`src/rtl/pipe_ctrl_pkg.sv`:
```
// rtl/pipe_ctrl_pkg.sv - shared state encoding and defaults for the pipeline hazard controller
package pipe_ctrl_pkg;

    localparam int STATE_W             = 2;
    localparam int TIMER_W             = 5;
    localparam int MEM_TIMEOUT_DEFAULT = 16;

    typedef enum logic [STATE_W-1:0] {
        ST_INIT     = 2'd0,
        ST_RUN      = 2'd1,
        ST_MEM_WAIT = 2'd2,
        ST_ERROR    = 2'd3
    } pipe_state_e;

endpackage

```
`src/rtl/hazard_detect.sv`:
```
// rtl/hazard_detect.sv - load-use comparator between the ID sources and the EX destination
module hazard_detect (
    input  logic [4:0] id_rs1,
    input  logic [4:0] id_rs2,
    input  logic       id_uses_rs1,
    input  logic       id_uses_rs2,
    input  logic [4:0] ex_rd,
    input  logic       ex_memtoreg,
    input  logic       ex_regwrite,
    output logic       load_use
);

    logic rs1_hit;
    logic rs2_hit;

    assign rs1_hit  = id_uses_rs1 && (id_rs1 == ex_rd);
    assign rs2_hit  = id_uses_rs2 && (id_rs2 == ex_rd);
    // x0 is hardwired to zero, so a load targeting it never creates a dependency
    assign load_use = ex_memtoreg && ex_regwrite && (ex_rd != 5'd0) && (rs1_hit || rs2_hit);

endmodule

```
`src/rtl/pipe_hazard_ctrl.sv`:
```
// rtl/pipe_hazard_ctrl.sv - pipeline stall/flush controller; PIPE_PERF_CNT_EN adds stall/flush counters
module pipe_hazard_ctrl
    import pipe_ctrl_pkg::*;
#(
    parameter int MEM_TIMEOUT = MEM_TIMEOUT_DEFAULT
) (
    input  logic               clk,
    input  logic               reset,
    input  logic [4:0]         id_rs1,
    input  logic [4:0]         id_rs2,
    input  logic               id_uses_rs1,
    input  logic               id_uses_rs2,
    input  logic [4:0]         ex_rd,
    input  logic               ex_memtoreg,
    input  logic               ex_regwrite,
    input  logic               ex_branch_taken,
    input  logic               mem_req,
    input  logic               mem_ack,
    output logic               pc_write,
    output logic               ifid_write,
    output logic               ifid_flush,
    output logic               idex_flush,
    output logic               idex_hold,
    output logic               exmem_hold,
    output logic               mem_timeout,
`ifdef PIPE_PERF_CNT_EN
    output logic [31:0]        stall_cnt,
    output logic [31:0]        flush_cnt,
`endif
    output logic [STATE_W-1:0] state
);

    localparam logic [TIMER_W-1:0] TIMEOUT_VAL = TIMER_W'(MEM_TIMEOUT);

    pipe_state_e        state_q;
    pipe_state_e        state_d;
    logic [TIMER_W-1:0] timer_q;
    logic [TIMER_W-1:0] timer_d;
    logic               load_use;
    logic               mem_stall;
    logic               run_pc_write;
    logic               run_ifid_write;
    logic               run_ifid_flush;
    logic               run_idex_flush;

    hazard_detect u_hazard_detect (
        .id_rs1      (id_rs1),
        .id_rs2      (id_rs2),
        .id_uses_rs1 (id_uses_rs1),
        .id_uses_rs2 (id_uses_rs2),
        .ex_rd       (ex_rd),
        .ex_memtoreg (ex_memtoreg),
        .ex_regwrite (ex_regwrite),
        .load_use    (load_use)
    );

    assign mem_stall = mem_req && !mem_ack;

    // Normal-flow decode, shared by RUN and the MEM_WAIT ack cycle
    always_comb begin
        run_pc_write   = 1'b1;
        run_ifid_write = 1'b1;
        run_ifid_flush = 1'b0;
        run_idex_flush = 1'b0;
        if (ex_branch_taken) begin
            run_ifid_flush = 1'b1;
            run_idex_flush = 1'b1;
        end else if (load_use) begin
            run_pc_write   = 1'b0;
            run_ifid_write = 1'b0;
            run_idex_flush = 1'b1;
        end
    end

    always_ff @(posedge clk or negedge reset) begin
        if (!reset) begin
            state_q <= ST_INIT;
            timer_q <= '0;
        end else begin
            state_q <= state_d;
            timer_q <= timer_d;
        end
    end

    always_comb begin
        state_d    = state_q;
        timer_d    = timer_q;
        pc_write   = 1'b0;
        ifid_write = 1'b0;
        ifid_flush = 1'b0;
        idex_flush = 1'b0;
        idex_hold  = 1'b0;
        exmem_hold = 1'b0;
        unique case (state_q)
            ST_INIT: begin
                ifid_flush = 1'b1;
                idex_flush = 1'b1;
                timer_d    = '0;
                state_d    = ST_RUN;
            end
            ST_RUN: begin
                if (mem_stall) begin
                    idex_hold  = 1'b1;
                    exmem_hold = 1'b1;
                    timer_d    = TIMER_W'(1);
                    state_d    = ST_MEM_WAIT;
                end else begin
                    pc_write   = run_pc_write;
                    ifid_write = run_ifid_write;
                    ifid_flush = run_ifid_flush;
                    idex_flush = run_idex_flush;
                end
            end
            ST_MEM_WAIT: begin
                if (mem_ack) begin
                    pc_write   = run_pc_write;
                    ifid_write = run_ifid_write;
                    ifid_flush = run_ifid_flush;
                    idex_flush = run_idex_flush;
                    timer_d    = '0;
                    state_d    = ST_RUN;
                end else begin
                    idex_hold  = 1'b1;
                    exmem_hold = 1'b1;
                    // Timeout is checked before incrementing so the timer never wraps
                    if (timer_q == TIMEOUT_VAL) begin
                        state_d = ST_ERROR;
                    end else begin
                        timer_d = timer_q + TIMER_W'(1);
                    end
                end
            end
            ST_ERROR: begin
                ifid_flush = 1'b1;
                idex_flush = 1'b1;
            end
            default: begin
                state_d = ST_INIT;
            end
        endcase
    end

    assign mem_timeout = (state_q == ST_ERROR);
    assign state       = state_q;

`ifdef PIPE_PERF_CNT_EN
    logic active;
    logic branch_apply;

    assign active       = (state_q == ST_RUN) || (state_q == ST_MEM_WAIT);
    assign branch_apply = ex_branch_taken &&
                          (((state_q == ST_RUN) && !mem_stall) ||
                           ((state_q == ST_MEM_WAIT) && mem_ack));

    always_ff @(posedge clk or negedge reset) begin
        if (!reset) begin
            stall_cnt <= '0;
            flush_cnt <= '0;
        end else begin
            if (active && !pc_write) begin
                stall_cnt <= stall_cnt + 32'd1;
            end
            if (branch_apply) begin
                flush_cnt <= flush_cnt + 32'd1;
            end
        end
    end
`endif

endmodule
```
`config.mk`:
```
export PLATFORM = sky130hd
export DESIGN_NAME = pipe_hazard_ctrl
export DESIGN_NICKNAME = d
export VERILOG_FILES = /design/src/rtl/pipe_ctrl_pkg.sv /design/src/rtl/hazard_detect.sv /design/src/rtl/pipe_hazard_ctrl.sv
export SDC_FILE = /design/constraint.sdc
export NUM_CORES = 1
export LEC_CHECK = 0
export CAP_MARGIN = 15
export CORE_UTILIZATION = 40
export DETAILED_ROUTE_END_ITERATION = 8
export GPL_TIMING_DRIVEN = 0
export PLACE_DENSITY_LB_ADDON = 0.25
export SLEW_MARGIN = 40
export SYNTH_ARGS = -nofsm -noshare
export SYNTH_HDL_FRONTEND = slang
export SYNTH_SLANG_ARGS = --single-unit
```
`constraint.sdc`:
```
create_clock -name clk -period 2.59 [get_ports clk]
set_clock_uncertainty 0.15 [all_clocks]
set_input_delay 0.518 -clock clk [delete_from_list [all_inputs] [get_ports clk]]
set_output_delay 0.518 -clock clk [all_outputs]
set_load 0.03 [all_outputs]
```
==> results of run 1 <==
Yosys cell counts (all sizes together):
master   number  area [µm²]
nor2          4        15.0
nand3b        1        7.51
or2b          1        8.76
o21ai         8        40.0
nand2         8        30.0
or3b          1        11.3
and2b         2        16.3
ha            6        75.1
mux2i         1        10.0
a31oi         1        6.26
nand3         4        20.0
nor3          2        10.0
xnor2        10        87.6
dfrtp         7         175
a21oi         4        20.0
a22oi         1        7.51
buf           2        15.0
nand4         2        12.5
o22ai         1        6.26
a221oi        1        8.76
a21bo         1        10.0
nand4bb       1        16.3
or4           2        15.0
inv          10        37.5
nor3b         1        7.51
o32ai         1        8.76
o41ai         1        8.76
o221ai        1        26.3
layout by cell type, fill, tap and decap left out, drive strengths merged:
| cell type | Yosys | final |
|---|---|---|
| nand4bb | 1 | 1 |
| nor3b | 1 | 1 |
| o41ai | 1 | 1 |
| o22ai | 1 | 1 |
| nand4 | 2 | 2 |
| nand2 | 8 | 8 |
| nor3 | 2 | 2 |
| a21oi | 4 | 4 |
| o32ai | 1 | 1 |
| o21ai | 8 | 8 |
| a31oi | 1 | 1 |
| xnor2 | 10 | 10 |
| mux2i | 1 | 1 |
| and2b | 2 | 2 |
| nor2 | 4 | 4 |
| a22oi | 1 | 1 |
| buf | 2 | 7 |
| nand3 | 4 | 4 |
| ha | 6 | 6 |
| clkbuf | 0 | 8 |
| a21bo | 1 | 1 |
| dfrtp | 7 | 7 |
| or2b | 1 | 1 |
| clkinv | 0 | 1 |
| dlymetal6s2s | 0 | 2 |
| or3b | 1 | 1 |
| dlygate4sd2 | 0 | 4 |
| or4 | 2 | 2 |
| o221ai | 1 | 1 |
| clkdlybuf4s50 | 0 | 18 |
| inv | 10 | 10 |
| nand3b | 1 | 1 |
| a221oi | 1 | 1 |
state kept, by name (all words and copies together) (netlist names):
name / cells
state: 2
timer_q: 5
power groups by stage:
stage | Combinational (mW) | Clock (mW) | Sequential, mW
after floorplan | 0.0195 | 0 | 0.111
after global placement | 0.0629 | 0 | 0.111
after detailed placement | 0.0645 | 0 | 0.111
after CTS | 0.0641 | 0.104 | 0.109
after global routing | 0.0677 | 0.113 | 0.109
final | 0.0620 | 0.101 | 0.109
path summary, 6_finish.rpt:
path                            startpoint    endpoint  slack [ns]  depth (start not counted)
max in group asynchronous            reset    state[0]        1.66                          1
worst max register to register    state[0]  timer_q[3]        0.56                          5
worst min-delay path            timer_q[4]  timer_q[4]        0.35                          1
worst max-delay path               mem_req  ifid_write        0.09                          7
worst min register to register  timer_q[4]  timer_q[4]        0.35                          1
min in group asynchronous            reset  timer_q[2]        0.37                          1
per-stage QoR:
step	TNS (ns)	std cells	instance area (µm²)	hold slack [ns]
floorplan	0	85	722	0.0724
global placement	-2.44	133	1060	0.337
detailed placement	-2.62	133	1060	0.350
CTS	0	137	1100	0.357
global route	-0.000421	139	1110	0.381
finish	0	139	1110	0.353
layer usage:
layer	share of wire	GRT usage	wire, µm	up-vias
met5	0	0	0	-
met4	0	0.0364	0	0
met3	0.050	0.0490	87	0
met2	0.53	0.379	917	23
met1	0.42	0.263	723	352
li1	-	-	-	377
timing repair:
item                                   CTS  global route
resized for setup                       34            17
setup endpoints to repair                6             6
endpoints found under the hold margin    0             0
buffers inserted                         0             2
pin swaps                                3             4
cell type report:
class	count	area [µm²]
Buffer	2	15.0
Clock buffer	3	22.5
Clock inverter	1	5.00
Fill cell	133	470
Inverter	10	37.5
Multi-Input combinational cell	66	522
Sequential cell	7	176
Tap cell	16	20.0
Timing Repair Buffer	34	308
cell families after synthesis:
group / Yosys count
and+or+nand+nor: 29
AOI/OAI and AO/OA: 20
buffers and inverters: 12
xor gates and xnor gates: 10
DFF: 7
adders and majority gates: 6
muxes: 1
==> impl_results.md, run 1 <==
- Outcome: finished clean
- Hold Buf Count CTS: 0
- Final Worst Setup Slack: about 0.09 ns
- Largest family of logic cells by synthesized area: simple AND/OR/NAND/NOR gates
- Setup Slack @ Placement: -0.809 ns
- Largest net degree at the start of global routing: 10
- Maxcap violations: 0
- Post-synthesis sequential area ratio: 0.246
- Drt total wl: between 1500 and 2000 µm
- Drt first pass iters: 6
- Mapped Nets: between 100 and 150
- First-pass GRT wire length: just over 3000 µm
- Slew @ Worst Pin: ~0.39 ns
- H-tree Lvls: 1
- Total chip power: between 0.2 and 0.3 mW
- Fmax: about 0.4 GHz
- Setup violators final: 0
- Post-Synthesis Cells: 85
- Ant. Diodes: 0
- Dpl hpwl: ~1400 µm
- RePlAce Congestion: approximately 0.87
- Initial antenna violation count: 0
- Max clock buf depth: 2
- Sw Ratio: 0.245
- CP max-delay cell: clkdlybuf4s50_1
- CP delay by family, top: buffers and inverters
- Post-synthesis mux area share: 0.0140
- Post-synthesis simple-gate area fraction: 0.239
- CP endpoint kind: primary output
- FP Rows: 14
- Layout cells sized above 1: 0.252
- Vias in the first global route: between 700 and 800
- Critical path class: input pin to primary output
- Critical Path Fanout Max: 3
- Height of the die: around 44 µm
- Nets: between 150 and 200
- Yosys reg bits: 7
- Global route total overflow: 0
- Vias: roughly 750
- Drt first-iter violations: 13
- CP bufs+invs: 3
- Pleak: ~0.47 nW
- Clock sinks: 7
- TritonCTS Buffers: 3
- Avg Cell Area, Syn: around 8.4 µm²
- Count of different cell masters after synthesis: 29
- Combinational Power Share: 0.228
- Worst-Skew Late Latency: between 0.2 and 0.3 ns
- Via/cell ratio: approximately 5.4
- PD cells: ~250 nW/µm²
- Antenna viol nets, final: 0
- Crit share post-route: 0.965
- Max Transition Viols Final: 0
- Flop pwr share: 0.402
- Startpoint types: input pin
- Number of I/O pins: 33
- # DRC: 0
- Starting density of the core: 0.452
- XOR/XNOR Fraction of Synth Area: 0.123
- Min cycle time layout: approximately 2.5 ns
- DIE AREA: about 2000 µm²
- Worst path cell trace: clkdlybuf4s50_1 -> and2b_2 -> o21ai_1 -> nand2_1 -> a21oi_2 -> buf_4 -> buf_6
- Synth Cell Area: 713 µm²
- Clock Power Share: 0.370
- Yosys warning total: 0
- Crit path DAT: 1.83 ns
- Area delta synth->final: 55.1%
- Port Buffers: 32
- Final hold violation count: 0
- Post-layout util: 0.702
- Max stage delay on crit path: between 0.4 and 0.5 ns
- GR Util All Layers: 0.212
- Complex-gate fraction of the synthesized area: 0.200
- Pint: 0.206 mW
- Relative slew slack: 0.738
- Wire per inst: ~12 µm
- CTS tree: built
- Die width: 44.2 µm
- P_sw: approximately 0.067 mW
- Synth Area in Adders: 0.105
- Total core area: around 1600 µm²
- Peak supply drop: approximately 0.00029 V
- Worst EP required: 1.92 ns
- Clock-pin slew on the worst setup and hold paths: roughly 0.05 ns
- Min-delay worst type: flop to flop
- CTS Root Cell: clkbuf_4
Note: power is estimated with default switching activity, not from simulation.
==> inputs of run 2 (changes only) <==
--- a/config.mk
+++ b/config.mk
@@ -10,6 +10,7 @@
 export DETAILED_ROUTE_END_ITERATION = 8
 export GPL_TIMING_DRIVEN = 0
 export PLACE_DENSITY_LB_ADDON = 0.25
+export SKIP_CTS_REPAIR_TIMING = 1
 export SLEW_MARGIN = 40
 export SYNTH_ARGS = -nofsm -noshare
 export SYNTH_HDL_FRONTEND = slang
==> impl_results.md, run 2 (synthesis results as in run 1) <==
- Vias: 747 (was 752)
- First-pass GRT wire length: 3060 µm (was 3110 µm)
- Pleak: 0.538 nW (was 0.474 nW)
- FP Rows: 14 (unchanged)
- Worst R2R Path Depth: 5 (unchanged)
- Fin cells: 139 (unchanged)
- R2r startpoint: state[0] (unchanged)
- Number of I/O pins: 33 (unchanged)
- FILL cells: 125 (was 133)
- Flop pwr share: 0.397 (was 0.402)
- Area delta synth->final: 60.9% (was 55.1%)
- CP endpoint kind: primary output (unchanged)
- DP Area: 1060 µm² (unchanged)
- Min-delay worst type: flop to flop (unchanged)
- Largest Register: timer_q (unchanged)
- Maxcap violations: 0 (unchanged)
- # DRC: 0 (unchanged)
- Fmax: 0.399 GHz (was 0.400 GHz)
- Combinational Power Share: 0.237 (was 0.228)
- Port Buffers: 32 (unchanged)
- Crit path DAT: 1.84 ns (was 1.83 ns)
- Min cycle time layout: 2.50 ns (about the same)
- Pint: 0.209 mW (was 0.206 mW)
- Total core area: 1580 µm² (unchanged)
- Global route total overflow: 0 (unchanged)
- Final hold violation count: 0 (unchanged)
- Design Area, Final: 1150 µm² (was 1110 µm²)
- Outcome: finished clean (unchanged)
- Wire per inst: 12.4 µm (about the same)
- P_sw: 0.0668 mW (was 0.0667 mW)
- Placed insts: 133 (unchanged)
- R2r endpoint: timer_q[3] (unchanged)
- Ant. Diodes: 0 (unchanged)
- Crit share post-route: 0.967 (was 0.965)
- RePlAce Congestion: 0.873 (unchanged)
- PD cells: 240 nW/µm² (was 246 nW/µm²)
- Antenna viol nets, final: 0 (unchanged)
- Height of the die: 44.2 µm (unchanged)
- Multi-input gate area: 520 µm² (was 522 µm²)
- Commonest non-fill, non-tap cells in the layout: clkdlybuf4s50_1 (20), inv_1 (10), xnor2_1 (10) (was clkdlybuf4s50_1 (18), inv_1 (10), xnor2_1 (10))
- Vias in the first global route: 748 (was 760)
- Initial antenna violation count: 0 (unchanged)
- Commonest non-fill, non-tap cell in the layout: clkdlybuf4s50_1 (unchanged)
- Slew @ Worst Pin: 0.396 ns (was 0.389 ns)
- Largest net degree at the start of global routing: 10 (unchanged)
- Clock Power Share: 0.366 (was 0.370)
- R2r setup slk: 0.57 ns (was 0.56 ns)
- Max Transition Viols Final: 0 (unchanged)
- Via/cell ratio: 5.37 (was 5.41)
- CTS Root Cell: clkbuf_4 (unchanged)
- Drt first pass iters: 6 (unchanged)
- Hold path startpoint: timer_q[4] (unchanged)
- H-tree Lvls: 1 (unchanged)
- Worst-Skew Late Latency: 0.25 ns (about the same)
- Critical Path Fanout Max: 3 (unchanged)
- Layout cells sized above 1: 0.211 (was 0.252)
- Hold path endpoint: timer_q[4] (unchanged)
- Dpl hpwl: 1440 µm (unchanged)
- Clock sinks: 7 (unchanged)
- CTS tree: built (unchanged)
- Die width: 44.2 µm (unchanged)
- DIE AREA: 1960 µm² (unchanged)
- Drt first-iter violations: 9 (was 13)
- Max clock buf depth: 2 (unchanged)
- Setup violators final: 0 (unchanged)
- Register area: 176 µm² (unchanged)
- Max FFs per register: 5 (unchanged)
- Peak supply drop: 0.000285 V (was 0.000286 V)
- Post-layout util: 0.728 (was 0.702)
- Nets: 154 (unchanged)
- Drt total wl: 1720 µm (was 1730 µm)
- GR Util All Layers: 0.208 (was 0.212)
- Startpoint types: input pin (unchanged)
- Sw Ratio: 0.242 (was 0.245)
- TritonCTS Buffers: 3 (unchanged)
- Critical path class: input pin to primary output (unchanged)
- Worst EP required: 1.92 ns (about the same)
- Hold path depth: 1 (unchanged)
- Total chip power: 0.276 mW (was 0.272 mW)
- Starting density of the core: 0.452 (unchanged)
- Clock-pin slew on the worst setup and hold paths: 0.05 ns (about the same)
- Relative slew slack: 0.733 (was 0.738)
==> run 2: per-layer routing <==
| metal | up-vias | GRT usage | wire [µm] |
|---|---|---|---|
| met4 | 0 | 0.0364 | 0 |
| met3 | 0 | 0.0490 | 93 |
| met2 | 23 | 0.365 | 901 |
| li1 | 376 | - | - |
| met5 | - | 0 | 0 |
| met1 | 348 | 0.263 | 727 |
==> run 2: power groups by stage <==
stage,combinational [mW],sequential (mW),clock (mW)
6_report,0.0653,0.109,0.101
5_1_grt,0.0712,0.109,0.113
4_1_cts,0.0646,0.109,0.104
3_5_place_dp,0.0645,0.111,0
3_3_place_gp,0.0629,0.111,0
2_1_floorplan,0.0195,0.111,0
==> run 2: cell type report <==
cell class,count,share of cell area
clock inverters,1,0.00436
well taps,16,0.0174
plain buffers,2,0.0131
flip-flops and latches,7,0.154
inverters,10,0.0327
repair buffers,34,0.305
multi-input cells,66,0.454
clock buffers,3,0.0196
==> run 2: worst max-delay path by stage <==
stage | cells past startpoint | from | end | slack (ns)
after detailed placement | 7 | ex_rd[0] | pc_write | -0.81
after floorplan | 5 | ex_rd[0] | pc_write | 0.12
final | 7 | ex_rd[0] | pc_write | 0.09
after CTS | 7 | ex_rd[0] | pc_write | -0.81
after global routing | 7 | id_rs1[2] | pc_write | -0.03
after global placement | 7 | ex_rd[0] | pc_write | -0.77
==> run 2: through the flow <==
stage	TNS, ns	setup slack [ns]	hold WS, ns
finish	0	0.0864	0.353
detailed placement	-2.62	-0.809	0.350
CTS	-2.86	-0.805	0.357
floorplan	0	0.121	0.0724
global route	-0.0344	-0.0296	0.381
global placement	-2.44	-0.771	0.337
==> run 2: worst max-delay path, cell delays in order <==
cell and delay [ns]:
dlymetal6s2s_1 0.16, or4_4 0.56, nor2_4 0.13, nor3_1 0.06
a21oi_2 0.14, buf_4 0.12, buf_4 0.14
==> RTL edit, RTL diff (config.mk and constraints of run 2) <==
Add a define of `PIPE_PERF_CNT_EN`.
--- a/src/rtl/pipe_hazard_ctrl.sv
+++ b/src/rtl/pipe_hazard_ctrl.sv
@@ -1,3 +1,5 @@
 // rtl/pipe_hazard_ctrl.sv - pipeline stall/flush controller; PIPE_PERF_CNT_EN adds stall/flush counters
+`define PIPE_PERF_CNT_EN
+
 module pipe_hazard_ctrl
     import pipe_ctrl_pkg::*;
Formal check against the unedited RTL (old outputs only; new: flush_cnt and stall_cnt): equivalent (Yosys induction, for registers that start in step).
==> RTL edit against run 2 <==
Area after synthesis increased to 5.1 times the old value; hold slack got worse by 0.022 ns; core utilization decreased by 14 points; worst setup slack got worse by 0.12 ns; via count increased to 3.8 times the old value; sequential cell count increased by 64; count of clock-buffer cells in the layout increased by 7; wire length increased to 4.7 times the old value; design area increased to 4.5 times the old value; the run now ends with DRC, setup timing left; combinational power increased by 52%; clock power increased to 9.8 times the old value; total power increased to 8.0 times the old value; largest cell class unchanged; sequential power increased to 10 times the old value.
==> RTL edit: results (changes against run 2) <==
INFO  metric remaining_drc_errors = 10 (+10)
INFO  metric startpoint = ex_rd[4]
INFO  metric worst_slack = -0.0382 ns (-0.125 ns)
INFO  metric irDropWorstVdd = 0.000234 V (-18%)
INFO  metric number_of_global_route_vias_before_repair = 2,705 (+260%)
INFO  metric gp_congestion = 0.727 (-17%)
INFO  metric setup_violations = 2 (+2)
INFO  metric port-buffer-count = 96 (+200%)
INFO  metric worst_r2r_src = state[1]$_DFFE_PN0P_
INFO  metric worst-endpoint-arrival = 1.96 ns (+0.12 ns)
INFO  metric yosys.area.top_type_share = 0.485 (+0.240)
INFO  metric wl_met1 = 3.68 mm (+410%)
INFO  metric h-tree-depth = 3 (+2)
INFO  metric clock_latency = 0.34 ns (+0.09 ns)
INFO  metric dp_hpwl = 5.66 mm (+290%)
INFO  metric drt-wirelength-per-cell = 14.1 um (+14%)
INFO  metric synth.distinct_cells = 48 (+66%)
INFO  metric failing_checks = DRC, setup timing
INFO  metric drt_first_iter_violations = 78 (+69)
INFO  metric cts.reportedPaths.clkPinSlew = 0.08 ns (+0.03 ns)
INFO  metric drive_above_1_share = 0.165 (-0.0465)
INFO  metric static-leakage-power = 0.00231 uW (+330%)
INFO  metric met2_length = 3.79 mm (+320%)
INFO  metric setup.reg_to_reg.worst_slack = 0.14 ns (-0.43 ns)
INFO  metric critPathMaxFanout = 4 (+1)
INFO  metric vias = 2,874 (+280%)
INFO  metric gr-usage-all-layers = 0.172 (-0.0359)
INFO  metric cts.root.buffer_cell = sky130_fd_sc_hd__clkbuf_8
INFO  metric synth.yosys.seq_area_share = 0.485 (+0.240)
INFO  metric ys_top_cells_by_count = 71 x sky130_fd_sc_hd__dfrtp_1, 42 x sky130_fd_sc_hd__xnor2_1, 30 x sky130_fd_sc_hd__xor2_1
INFO  metric netSwitchingPower = 493 uW (+640%)
INFO  metric status = complete, but fails checks
## RTL edit: cell type report
| cell class | count | area share |
|---|---|---|
| clock buffers | 10 | 0.0247 |
| flip-flops and latches | 71 | 0.344 |
| clock inverters | 6 | 0.0181 |
| well taps | 108 | 0.0261 |
| repair buffers | 104 | 0.204 |
| inverters | 12 | 0.00870 |
| multi-input cells | 251 | 0.365 |
| plain buffers | 7 | 0.00967 |
## RTL edit: worst min path at each step
stage                                         start                        end  slack, ns  depth (start not counted)
final                     flush_cnt[31]$_DFFE_PN0P_  flush_cnt[31]$_DFFE_PN0P_       0.33                          1
after global routing      flush_cnt[31]$_DFFE_PN0P_  flush_cnt[31]$_DFFE_PN0P_       0.35                          1
after CTS                                     reset  flush_cnt[17]$_DFFE_PN0P_      -0.16                          1
after detailed placement                      reset     timer_q[4]$_DFFE_PN0P_       0.22                          1
after global placement    flush_cnt[31]$_DFFE_PN0P_  flush_cnt[31]$_DFFE_PN0P_       0.31                          1
after floorplan                               reset   flush_cnt[0]$_DFFE_PN0P_       0.07                          0
## RTL edit: power groups by stage
stage | clock network (uW) | logic, uW | registers [uW]
after floorplan | 0 | 19.9 | 1130
after global placement | 0 | 85.4 | 1130
after detailed placement | 0 | 92.4 | 1130
after CTS | 1010 | 92.5 | 1110
after global routing | 1050 | 110 | 1110
final | 994 | 99.1 | 1110
## RTL edit: cells by family after synthesis
family / count (synthesis) / synth area share
fa+ha+maj: 9 / 0.0308
simple gates: 144 / 0.226
mux: 4 / 0.0120
compound gates: 22 / 0.0444
xor+xnor: 72 / 0.172
flops: 71 / 0.485
buf+inv: 22 / 0.0291
## RTL edit: per-stage QoR
stage / TNS, ns / instance area (sq um) / std cells
floorplan: 0 / 3680 / 344
global placement: -132.00 / 4780 / 548
detailed placement: -14.06 / 4800 / 549
CTS: -4.64 / 5030 / 565
global route: -0.177 / 5170 / 569
finish: -0.0709 / 5170 / 569
## RTL edit: critical path: stages
cell	delay (ns)
sky130_fd_sc_hd__buf_8	0.10
sky130_fd_sc_hd__or4_4	0.54
sky130_fd_sc_hd__o211ai_4	0.23
sky130_fd_sc_hd__nand2b_4	0.17
sky130_fd_sc_hd__o221a_4	0.18
sky130_fd_sc_hd__buf_6	0.09
sky130_fd_sc_hd__buf_6	0.11
## RTL edit: routing by layer
metal,global-route usage,up-vias
met4,0.0688,0
met5,0,-
met3,0.0482,15
met1,0.227,1397
met2,0.268,67
li1,-,1395
